### config.mk
export PLATFORM = sky130hd
export DESIGN_NAME = usb_data_tx
export DESIGN_NICKNAME = d
export VERILOG_FILES = /design/src/rtl/usb_data_tx.sv
export SDC_FILE = /design/constraint.sdc
export NUM_CORES = 1
export LEC_CHECK = 0
export CAP_MARGIN = 10
export CORE_MARGIN = 2
export CORE_UTILIZATION = 45
export DETAILED_ROUTE_END_ITERATION = 6
export GPL_TIMING_DRIVEN = 1
export PLACE_DENSITY = 0.81
export RECOVER_POWER = 50
export SYNTH_ARGS = -nofsm -noshare
export SYNTH_HDL_FRONTEND = slang
export SYNTH_SLANG_ARGS = --single-unit
### constraint.sdc
create_clock -name clk -period 2.7 [get_ports clk]
set_input_delay 0.405 -clock clk [delete_from_list [all_inputs] [get_ports clk]]
set_output_delay 0.405 -clock clk [all_outputs]
set_load 0.02 [all_outputs]
### src/rtl/usb_data_tx.sv
// usb_data_tx: host-side ULPI transmit engine.
// Sends a DATA0/DATA1 packet on the ULPI link in this order:
// TX CMD carrying the PID, up to MAX_BYTES payload bytes, the CRC16 low
// and high bytes, and then one stp cycle.
// The PHY taking the bus (dir_i) before stp aborts the packet.
module usb_data_tx #(
  parameter int MAX_BYTES = 8
) (
  input  logic                   clk,
  input  logic                   rst,
  input  logic                   start_i,
  input  logic [3:0]             pid_i,
  input  logic [3:0]             len_i,
  input  logic [8*MAX_BYTES-1:0] payload_i,
  output logic                   ready_o,
  output logic                   done_o,
  output logic                   abort_o,
  input  logic                   dir_i,
  input  logic                   nxt_i,
  output logic [7:0]             data_o,
  output logic                   stp_o
);

  localparam logic [3:0] MaxLen = 4'(MAX_BYTES);

  typedef enum logic [2:0] {
    IDLE,
    TXCMD,
    DATA,
    CRC_LO,
    CRC_HI,
    STP
  } state_t;

  state_t                 state_q, state_d;
  logic [3:0]             pid_q, pid_d;
  logic [3:0]             len_q, len_d;
  logic [8*MAX_BYTES-1:0] payload_q, payload_d;
  logic [3:0]             idx_q, idx_d;
  logic [15:0]            crc_q, crc_d;
  logic                   done_q, done_d;
  logic                   abort_q, abort_d;

  logic [7:0]             curByte;
  logic [15:0]            txCrc;

  // USB CRC16 over one byte, bits taken LSB-first, poly 0x8005
  function automatic logic [15:0] crc16Byte(input logic [15:0] crcIn,
                                            input logic [7:0]  b);
    logic [15:0] c;
    logic        fb;
    c = crcIn;
    for (int i = 0; i < 8; i++) begin
      fb = b[i] ^ c[15];
      c  = {c[14:0], 1'b0} ^ (fb ? 16'h8005 : 16'h0000);
    end
    return c;
  endfunction

  // Select the payload byte at the current index; byte 0 sits in the top bits
  always_comb begin
    curByte = 8'h00;
    for (int i = 0; i < MAX_BYTES; i++) begin
      if (idx_q == 4'(i)) begin
        curByte = payload_q[8*(MAX_BYTES-1-i) +: 8];
      end
    end
  end

  // The transmitted CRC is the running register inverted and bit-reversed
  always_comb begin
    txCrc = 16'h0000;
    for (int i = 0; i < 16; i++) begin
      txCrc[i] = ~crc_q[15-i];
    end
  end

  // Next-state logic and ULPI outputs; only cycles with nxt_i high advance the packet
  always_comb begin
    state_d   = state_q;
    pid_d     = pid_q;
    len_d     = len_q;
    payload_d = payload_q;
    idx_d     = idx_q;
    crc_d     = crc_q;
    done_d    = 1'b0;
    abort_d   = 1'b0;
    data_o    = 8'h00;
    stp_o     = 1'b0;

    case (state_q)
      IDLE: begin
        if (start_i && !dir_i) begin
          pid_d     = pid_i;
          len_d     = (len_i > MaxLen) ? MaxLen : len_i;
          payload_d = payload_i;
          crc_d     = 16'hFFFF;
          idx_d     = 4'd0;
          state_d   = TXCMD;
        end
      end
      TXCMD: begin
        data_o = {4'b0100, pid_q};
        if (dir_i) begin
          state_d = IDLE;
          abort_d = 1'b1;
        end else if (nxt_i) begin
          state_d = (len_q != 4'd0) ? DATA : CRC_LO;
        end
      end
      DATA: begin
        data_o = curByte;
        if (dir_i) begin
          state_d = IDLE;
          abort_d = 1'b1;
        end else if (nxt_i) begin
          crc_d = crc16Byte(crc_q, curByte);
          idx_d = idx_q + 4'd1;
          if (idx_q == len_q - 4'd1) begin
            state_d = CRC_LO;
          end
        end
      end
      CRC_LO: begin
        data_o = txCrc[7:0];
        if (dir_i) begin
          state_d = IDLE;
          abort_d = 1'b1;
        end else if (nxt_i) begin
          state_d = CRC_HI;
        end
      end
      CRC_HI: begin
        data_o = txCrc[15:8];
        if (dir_i) begin
          state_d = IDLE;
          abort_d = 1'b1;
        end else if (nxt_i) begin
          state_d = STP;
        end
      end
      STP: begin
        stp_o   = 1'b1;
        state_d = IDLE;
        done_d  = 1'b1;
      end
      default: begin
        state_d = IDLE;
      end
    endcase
  end

  // State and datapath registers, cleared asynchronously by active-low rst
  always_ff @(posedge clk or negedge rst) begin
    if (!rst) begin
      state_q   <= IDLE;
      pid_q     <= 4'd0;
      len_q     <= 4'd0;
      payload_q <= '0;
      idx_q     <= 4'd0;
      crc_q     <= 16'hFFFF;
      done_q    <= 1'b0;
      abort_q   <= 1'b0;
    end else begin
      state_q   <= state_d;
      pid_q     <= pid_d;
      len_q     <= len_d;
      payload_q <= payload_d;
      idx_q     <= idx_d;
      crc_q     <= crc_d;
      done_q    <= done_d;
      abort_q   <= abort_d;
    end
  end

  assign ready_o = (state_q == IDLE) && !dir_i;
  assign done_o  = done_q;
  assign abort_o = abort_q;

endmodule
=== Yosys cells after proc, flatten, opt, wreduce, memory -nomap -nowiden ===
Cells that the tools add are included.

* Register bits after elaboration: 97
* Bits of input ports: 77
* Output and inout port bits: 12
* Logic and storage cells: 116

* Add/subtract/negate cells: 2
* $lt $le $gt $ge: 1
* Equality and inequality tests: 21
* Multiplexer cells: 41
* Bitwise gates (word level): 32
* Reduce and logical (&&, ||, !) cells: 11

{| class="wikitable"
|+ Operators by type and width
! cell !! number
|-
| $mux 16 || 11
|-
| $xor 16x16->16 || 8
|-
| $mux 8 || 8
|-
| $pmux 16 s2 || 1
|-
| $pmux 8 s4 || 1
|-
| $mux 3 || 10
|-
| $eq 4x3->1 const B || 4
|-
| $mux 4 || 4
|-
| $not 1->1 || 16
|-
| $ne 3x3->1 const B || 5
|-
| $pmux 3 s5 || 1
|-
| $eq 4x2->1 const B || 2
|-
| $pmux 4 s2 || 1
|-
| $xor 1x1->1 || 8
|-
| $eq 3x2->1 const B || 2
|-
| $eq 3x3->1 const B || 2
|-
| $ne 2x2->1 const B || 3
|-
| $reduce_and 6->1 || 1
|-
| $add 4x1->4 const B || 1
|-
| $eq 4x1->1 const B || 1
|-
| $eq 4x4->1 || 1
|-
| $gt 4x4->1 const B || 1
|-
| $logic_not 4->1 || 1
|-
| $mux 1 || 4
|-
| other kinds (10) || 11
|}

=== Longest topological paths before layout ===
* Depth after elaboration: 36
* Gate-level depth with buffers: 13
* Mapped depth without buffers: 10

=== Worst setup path after synthesis ===
Ideal clock, no wire load.

* Path kind: register to register
* From: register idx_q[1]
* To: register crc_q[1]
* Setup time: 0.080 ns
* Arrival: 2.687 ns
* Data required time: 2.620 ns
* Path slack: -0.067 ns
* Cell stages (with the launch flop): 12
* Buffers on the path: 1
* Period minus slack after synthesis: 2.767 ns
* Cells stage by stage: dfrtp_1 > inv_1 > ha_1 > buf_6 > nor2b_4 > a22oi_1 > o311a_1 > nor3_2 > xnor2_2 > xor3_1 > xnor3_1 > o22a_1

* Cells in the longest elaborated chain, start to end: 34
* Elaborated cells between the ends (all ways): 41
* Those cells by class: 7 x eq/ne; 18 x mux; 15 x bitwise; 1 x reduce/logical

{| class="wikitable"
|+ RTL lines
! what !! RTL line !! text
|-
| start: declaration || 39 || <nowiki>logic [3:0] idx_q, idx_d;</nowiki>
|-
| start signal: assignment || 169 || <nowiki>idx_q <= idx_d;</nowiki>
|-
| $logic_not 4->1 || 64 || <nowiki>if (idx_q == 4'(i)) begin</nowiki>
|-
| $mux 8 (7 in a row) || 64 ||
|-
| $mux 8 (*) || 64 ||
|-
| $xor 1x1->1 || 54 || <nowiki>fb = b[i] ^ c[15];</nowiki>
|-
| $mux 16 || 55 || <nowiki>c = {c[14:0], 1'b0} ^ (fb ? 16'h8005 : 16'h0000);</nowiki>
|-
| $xor 16x16->16 || 55 ||
|-
| $xor 1x1->1 || 54 ||
|-
| $mux 16 || 55 ||
|-
| [11 not listed] || n/a ||
|-
| $mux 16 || 55 ||
|-
| $xor 16x16->16 || 55 ||
|-
| $xor 1x1->1 (*) || 54 ||
|-
| $mux 16 (*) || 55 ||
|-
| $xor 16x16->16 (*) (2 in a row) || 55 ||
|-
| $mux 16 (*) || 116 || <nowiki>end else if (nxt_i) begin</nowiki>
|-
| $mux 16 (*) || 113 || <nowiki>if (dir_i) begin</nowiki>
|-
| $pmux 16 s2 (*) || 91 || <nowiki>case (state_q)</nowiki>
|-
| end signal: assignment || 170 || <nowiki>crc_q <= crc_d;</nowiki>
|-
| end: declaration || 40 || <nowiki>logic [15:0] crc_q, crc_d;</nowiki>
|}

Every way passes the cells marked *; elsewhere a longest branch is shown, timed or not. The select of a mux whose other input is x is not followed.
A chain may end at the register's enable or synchronous reset.

=== Worst setup path in the final report ===
* From: register idx_q[0]
* To: output port data_o[4]

* Cells in the longest elaborated chain, start to end: 10
* Elaborated cells between the ends (all ways): 17
* Those cells by class: 7 x eq/ne; 9 x mux; 1 x reduce/logical

{| class="wikitable"
|+ RTL lines
! what !! RTL line !! text
|-
| $logic_not 4->1 || 64 ||
|-
| $mux 8 (7 in a row) || 64 ||
|-
| $mux 8 (*) || 64 ||
|-
| $pmux 8 s4 (*) || 91 ||
|-
| end: declaration || 20 || <nowiki>output logic [7:0] data_o,</nowiki>
|}

Every way passes the cells marked *; elsewhere a longest branch is shown, timed or not.

==> results.md <==
- Summed instance area of the synthesized netlist: 5300 µm²
- Area delta synth->final: 38.3%
- Clock transition at the registers of the reported paths: 0.07 ns
- Run status: complete, but fails checks
- Post-Route Utilization: 63.9%
- Worst skew pair latency: 0.35 ns
- Final hold slack: approximately 0.48 ns
- Post-synthesis share of cell area spent on xor and xnor gates: 7.01%
- Bufs on Longest Clock Path: 2
- Die area: 12700 µm²
- Post-Route WL: 14800 µm
- Synthesized area per cell: between 8 and 9 µm²
- Violations in the final reports: max-capacitance violations, max-slew violations, negative setup slack
- Number of pins exceeding their max-slew limit in the final report: 44
- Post-synth ARST share: 100%
- Number of antenna repair diodes: 0
- Post-DP HPWL: 10200 µm
- Synthesized-area fraction occupied by adder cells: between 1 and 1.5%
- Total grt overflow: 0
- TritonCTS Buffers: 9
- TritonCTS clock tree: yes
- Post-synth EDFFs: 0
- Hold crit path type: flip-flop to flip-flop
- CP most frequent cell: sky130_fd_sc_hd__buf_4
- Setup Viol. Count Final: 11
- Most frequent standard cell in the layout excluding fill and tap cells: sky130_fd_sc_hd__nand2_1
- Netlist cell types: 71
- Setup slack, reg-to-reg: -0.30 ns
- Main flop type after synthesis: sky130_fd_sc_hd__dfrtp_1
- Final Hold Fails: 0
- Compound-gate portion of the synthesized area: 16.4%
- Fraction of layout instances using a drive strength above 1: approximately a quarter
- Worst relative slew slack: -54.1%
- Number of buffers added on ports: 88
- Core Region: around 11000 µm²
- Main combinational cell family by area after synthesis: simple AND/OR/NAND/NOR gates
- Startpoint of the lowest-slack register-to-register path: idx_q[0]$_DFFE_PN0P_
- Leakage component of the power: 0.00336 µW
- Number of warnings issued by yosys: 0
- Highest-delay cell along the critical path: sky130_fd_sc_hd__dfrtp_2
- Number of nets with antenna violations after detailed routing: 0
- # Max-Cap Violations: 1
- Number of DRC markers in iteration 0: 310
- Routed vias: just under 5000
- Data required time of the worst path: 2.30 ns
- Routed wire per std cell: 16.9 µm
- F_max: 325 MHz
- RSZ-0062 raised after global routing: yes
- Instance count of the mapped netlist: ~590
- TritonRoute pass-1 iters: 5
- Most frequent cells in the layout: sky130_fd_sc_hd__nand2_1, sky130_fd_sc_hd__dfrtp_1, sky130_fd_sc_hd__clkdlybuf4s50_1
- Worst Min Path Start: payload_q[20]$_DFFE_PN0P_
- Peak supply drop: 1.29 mV
- Number of flip-flops and latches in the synthesized netlist: 97
- Setup skew after layout: 0.00548 ns
- H-Tree Depth: 3
- Sink count of the clock tree: 97
- Layout net count: slightly above 800
- Number of global-route vias before repair: 4963
- Bufs and invs on worst path: 4
- Category of the worst setup path launch point: flip-flop
- Initial Utilization: 46.2%
- PnR worst setup slack: -0.376 ns
- Core Rows: 39
- Clock period minus worst slack: 3.08 ns
- Fill cells: 903
- PwrDens: 1280 nW/µm²
- Antenna violations before repair: 0
- Max incr delay on CP: 0.45 ns
- Root Buffer: sky130_fd_sc_hd__clkbuf_16
- Final RePlAce weighted congestion: 0.895
- First-pass GRT wire length: 23600 µm
- Die outline height: 113 µm
- Hold_buf cts: 0
- Largest net degree at the start of global routing: 90
- Die width: 113 µm
- Overall power after layout: 9420 µW
- Arrival time worst endpoint: 2.67 ns
- Number of nets produced by synthesis: roughly 680
- Worst slew pin tran: 2.31 ns
- Source of the critical timing path: idx_q[0]$_DFFE_PN0P_
- Setup CP Type: flip-flop to output pin
- Global-route usage over all layers: between 20% and 30%
- Number of DRC violations after detailed routing: 0
- Largest delay contributor family on the critical path: compound AO/OA/AOI/OAI gates
- Fraction of the cycle the final worst path needs: 114%
- Via density per instance: 5.49
- Critical path capture point type: output pin
- Ports placed on the boundary: roughly 90
- Portion of netlist area occupied by mux cells: 0.944%
- Sequential element share of the synthesized area: 46.2%
- CP cell instances: inv_2, buf_6, ha_4, nor2b_4, a221oi_2, buf_4, o32ai_4, a2bb2oi_2, mux2i_1, o22ai_1, buf_4
- Simple-Gate Fraction of Synth Area: a little under a quarter
- Maximum fanout encountered on the critical timing path: 5
-- metal layers --
| metal | vias up | GRT usage (%) | part of all wire (%) |
|---|---|---|---|
| li1 | 2268 | - | - |
| met1 | 2385 | 28.8 | 42 |
| met2 | 136 | 40.4 | 52 |
| met3 | 28 | 4.05 | 4.3 |
| met4 | 0 | 10.1 | 2.2 |
| met5 | - | 0 | 0 |
-- cell usage after synthesis, types with 3 or more instances --
cell type | number | area (µm²)
sky130_fd_sc_hd__o21ai_1 | 3 | 15.0
sky130_fd_sc_hd__clkbuf_1 | 23 | 86.3
sky130_fd_sc_hd__o22ai_1 | 7 | 43.8
sky130_fd_sc_hd__xor2_1 | 12 | 105
sky130_fd_sc_hd__nand2b_1 | 7 | 43.8
sky130_fd_sc_hd__nor2_1 | 20 | 75.1
sky130_fd_sc_hd__dfstp_2 | 16 | 420
sky130_fd_sc_hd__xnor2_1 | 8 | 70.1
sky130_fd_sc_hd__o31ai_1 | 3 | 22.5
sky130_fd_sc_hd__a21o_1 | 3 | 22.5
sky130_fd_sc_hd__a211oi_1 | 3 | 22.5
sky130_fd_sc_hd__inv_1 | 18 | 67.6
sky130_fd_sc_hd__o211ai_1 | 3 | 22.5
sky130_fd_sc_hd__a21oi_1 | 28 | 140
sky130_fd_sc_hd__and2_1 | 3 | 18.8
sky130_fd_sc_hd__nand3_1 | 7 | 35.0
sky130_fd_sc_hd__a221oi_2 | 4 | 60.1
sky130_fd_sc_hd__o22a_1 | 6 | 52.6
sky130_fd_sc_hd__buf_6 | 4 | 45.0
sky130_fd_sc_hd__xnor3_1 | 5 | 113
sky130_fd_sc_hd__ha_1 | 5 | 62.6
sky130_fd_sc_hd__buf_2 | 6 | 30.0
sky130_fd_sc_hd__o21ai_0 | 30 | 150
sky130_fd_sc_hd__nand2_1 | 204 | 766
sky130_fd_sc_hd__nand3b_1 | 7 | 52.6
sky130_fd_sc_hd__mux2i_1 | 5 | 50.1
sky130_fd_sc_hd__dfrtp_1 | 81 | 2030
sky130_fd_sc_hd__nor2b_1 | 7 | 43.8
sky130_fd_sc_hd__a22oi_1 | 4 | 30.0
sky130_fd_sc_hd__a221o_1 | 6 | 60.1
sky130_fd_sc_hd__nor3_1 | 4 | 20.0
-- stage by stage --
step | TNS [ns] | cells | worst slack (ns) | cell area, µm²
final | -3.07 | 878 | -0.376 | 7330
after global routing | -4.29 | 878 | -0.479 | 7330
after CTS | -2.61 | 868 | -0.278 | 7120
after detailed placement | -5.72 | 841 | -0.553 | 6600
after global placement | -4.42 | 841 | -0.440 | 6600
after floorplan | -0.0550 | 594 | -0.0489 | 5300
-- cells by family (layout without fill, tap and decap cells) --
kind of cell / Yosys count / in the layout
multiplexers: 5 / 5
flip-flops: 97 / 97
XOR/XNOR: 29 / 29
buffers and inverters: 56 / 197
AO/OA/AOI/OAI: 124 / 124
AND/OR/NAND/NOR: 277 / 277
adder cells (fa/ha/maj): 6 / 6
-- power by group --
group | leakage, µW | total (µW) | internal [µW] | switching [µW]
sequential | 0.00118 | 2720 | 2160 | 568
combinational | 0.00204 | 5420 | 3010 | 2410
clock | 0.000145 | 1270 | 707 | 565
-- tightest hold or removal path: cells and delay by family (launching register included) --
family / cells / cell delay, ns
and+or+nand+nor: 2 / 0.10
DFF: 1 / 0.34
-- final timing paths --
| path | depth (start not counted) | endpoint |
|---|---|---|
| max | 11 | data_o[4] |
| min | 2 | payload_q[20]$_DFFE_PN0P_ |
| max reg2reg | 12 | crc_q[1]$_DFFE_PN1P_ |
| min reg2reg | 2 | payload_q[20]$_DFFE_PN0P_ |
| max in group asynchronous | 2 | idx_q[0]$_DFFE_PN0P_ |
| min in group asynchronous | 1 | pid_q[3]$_DFFE_PN0P_ |
-- sequential cells by signal (all words and copies together), names as in the netlist --
register and cells:
payload_q 64, crc_q 16, idx_q 4, len_q 4, pid_q 4, state_q 3
abort_o 1, done_o 1
-- repair_timing --
action	CTS	global route
gates resized for setup	78	32
buffers inserted	11	10
setup endpoints to repair	17	15
pin swaps	24	16
-- area by class of cell --
type	instances	area, µm²	share of cell area [%]
repair buffers	163	1490	20.3
clock inverters	4	33.8	0.461
inverters	18	67.6	0.922
well taps	143	179	2.44
flip-flops and latches	97	2450	33.4
clock buffers	12	267	3.64
multi-input cells	441	2850	38.8
Note: power is estimated with default switching activity, not from simulation.
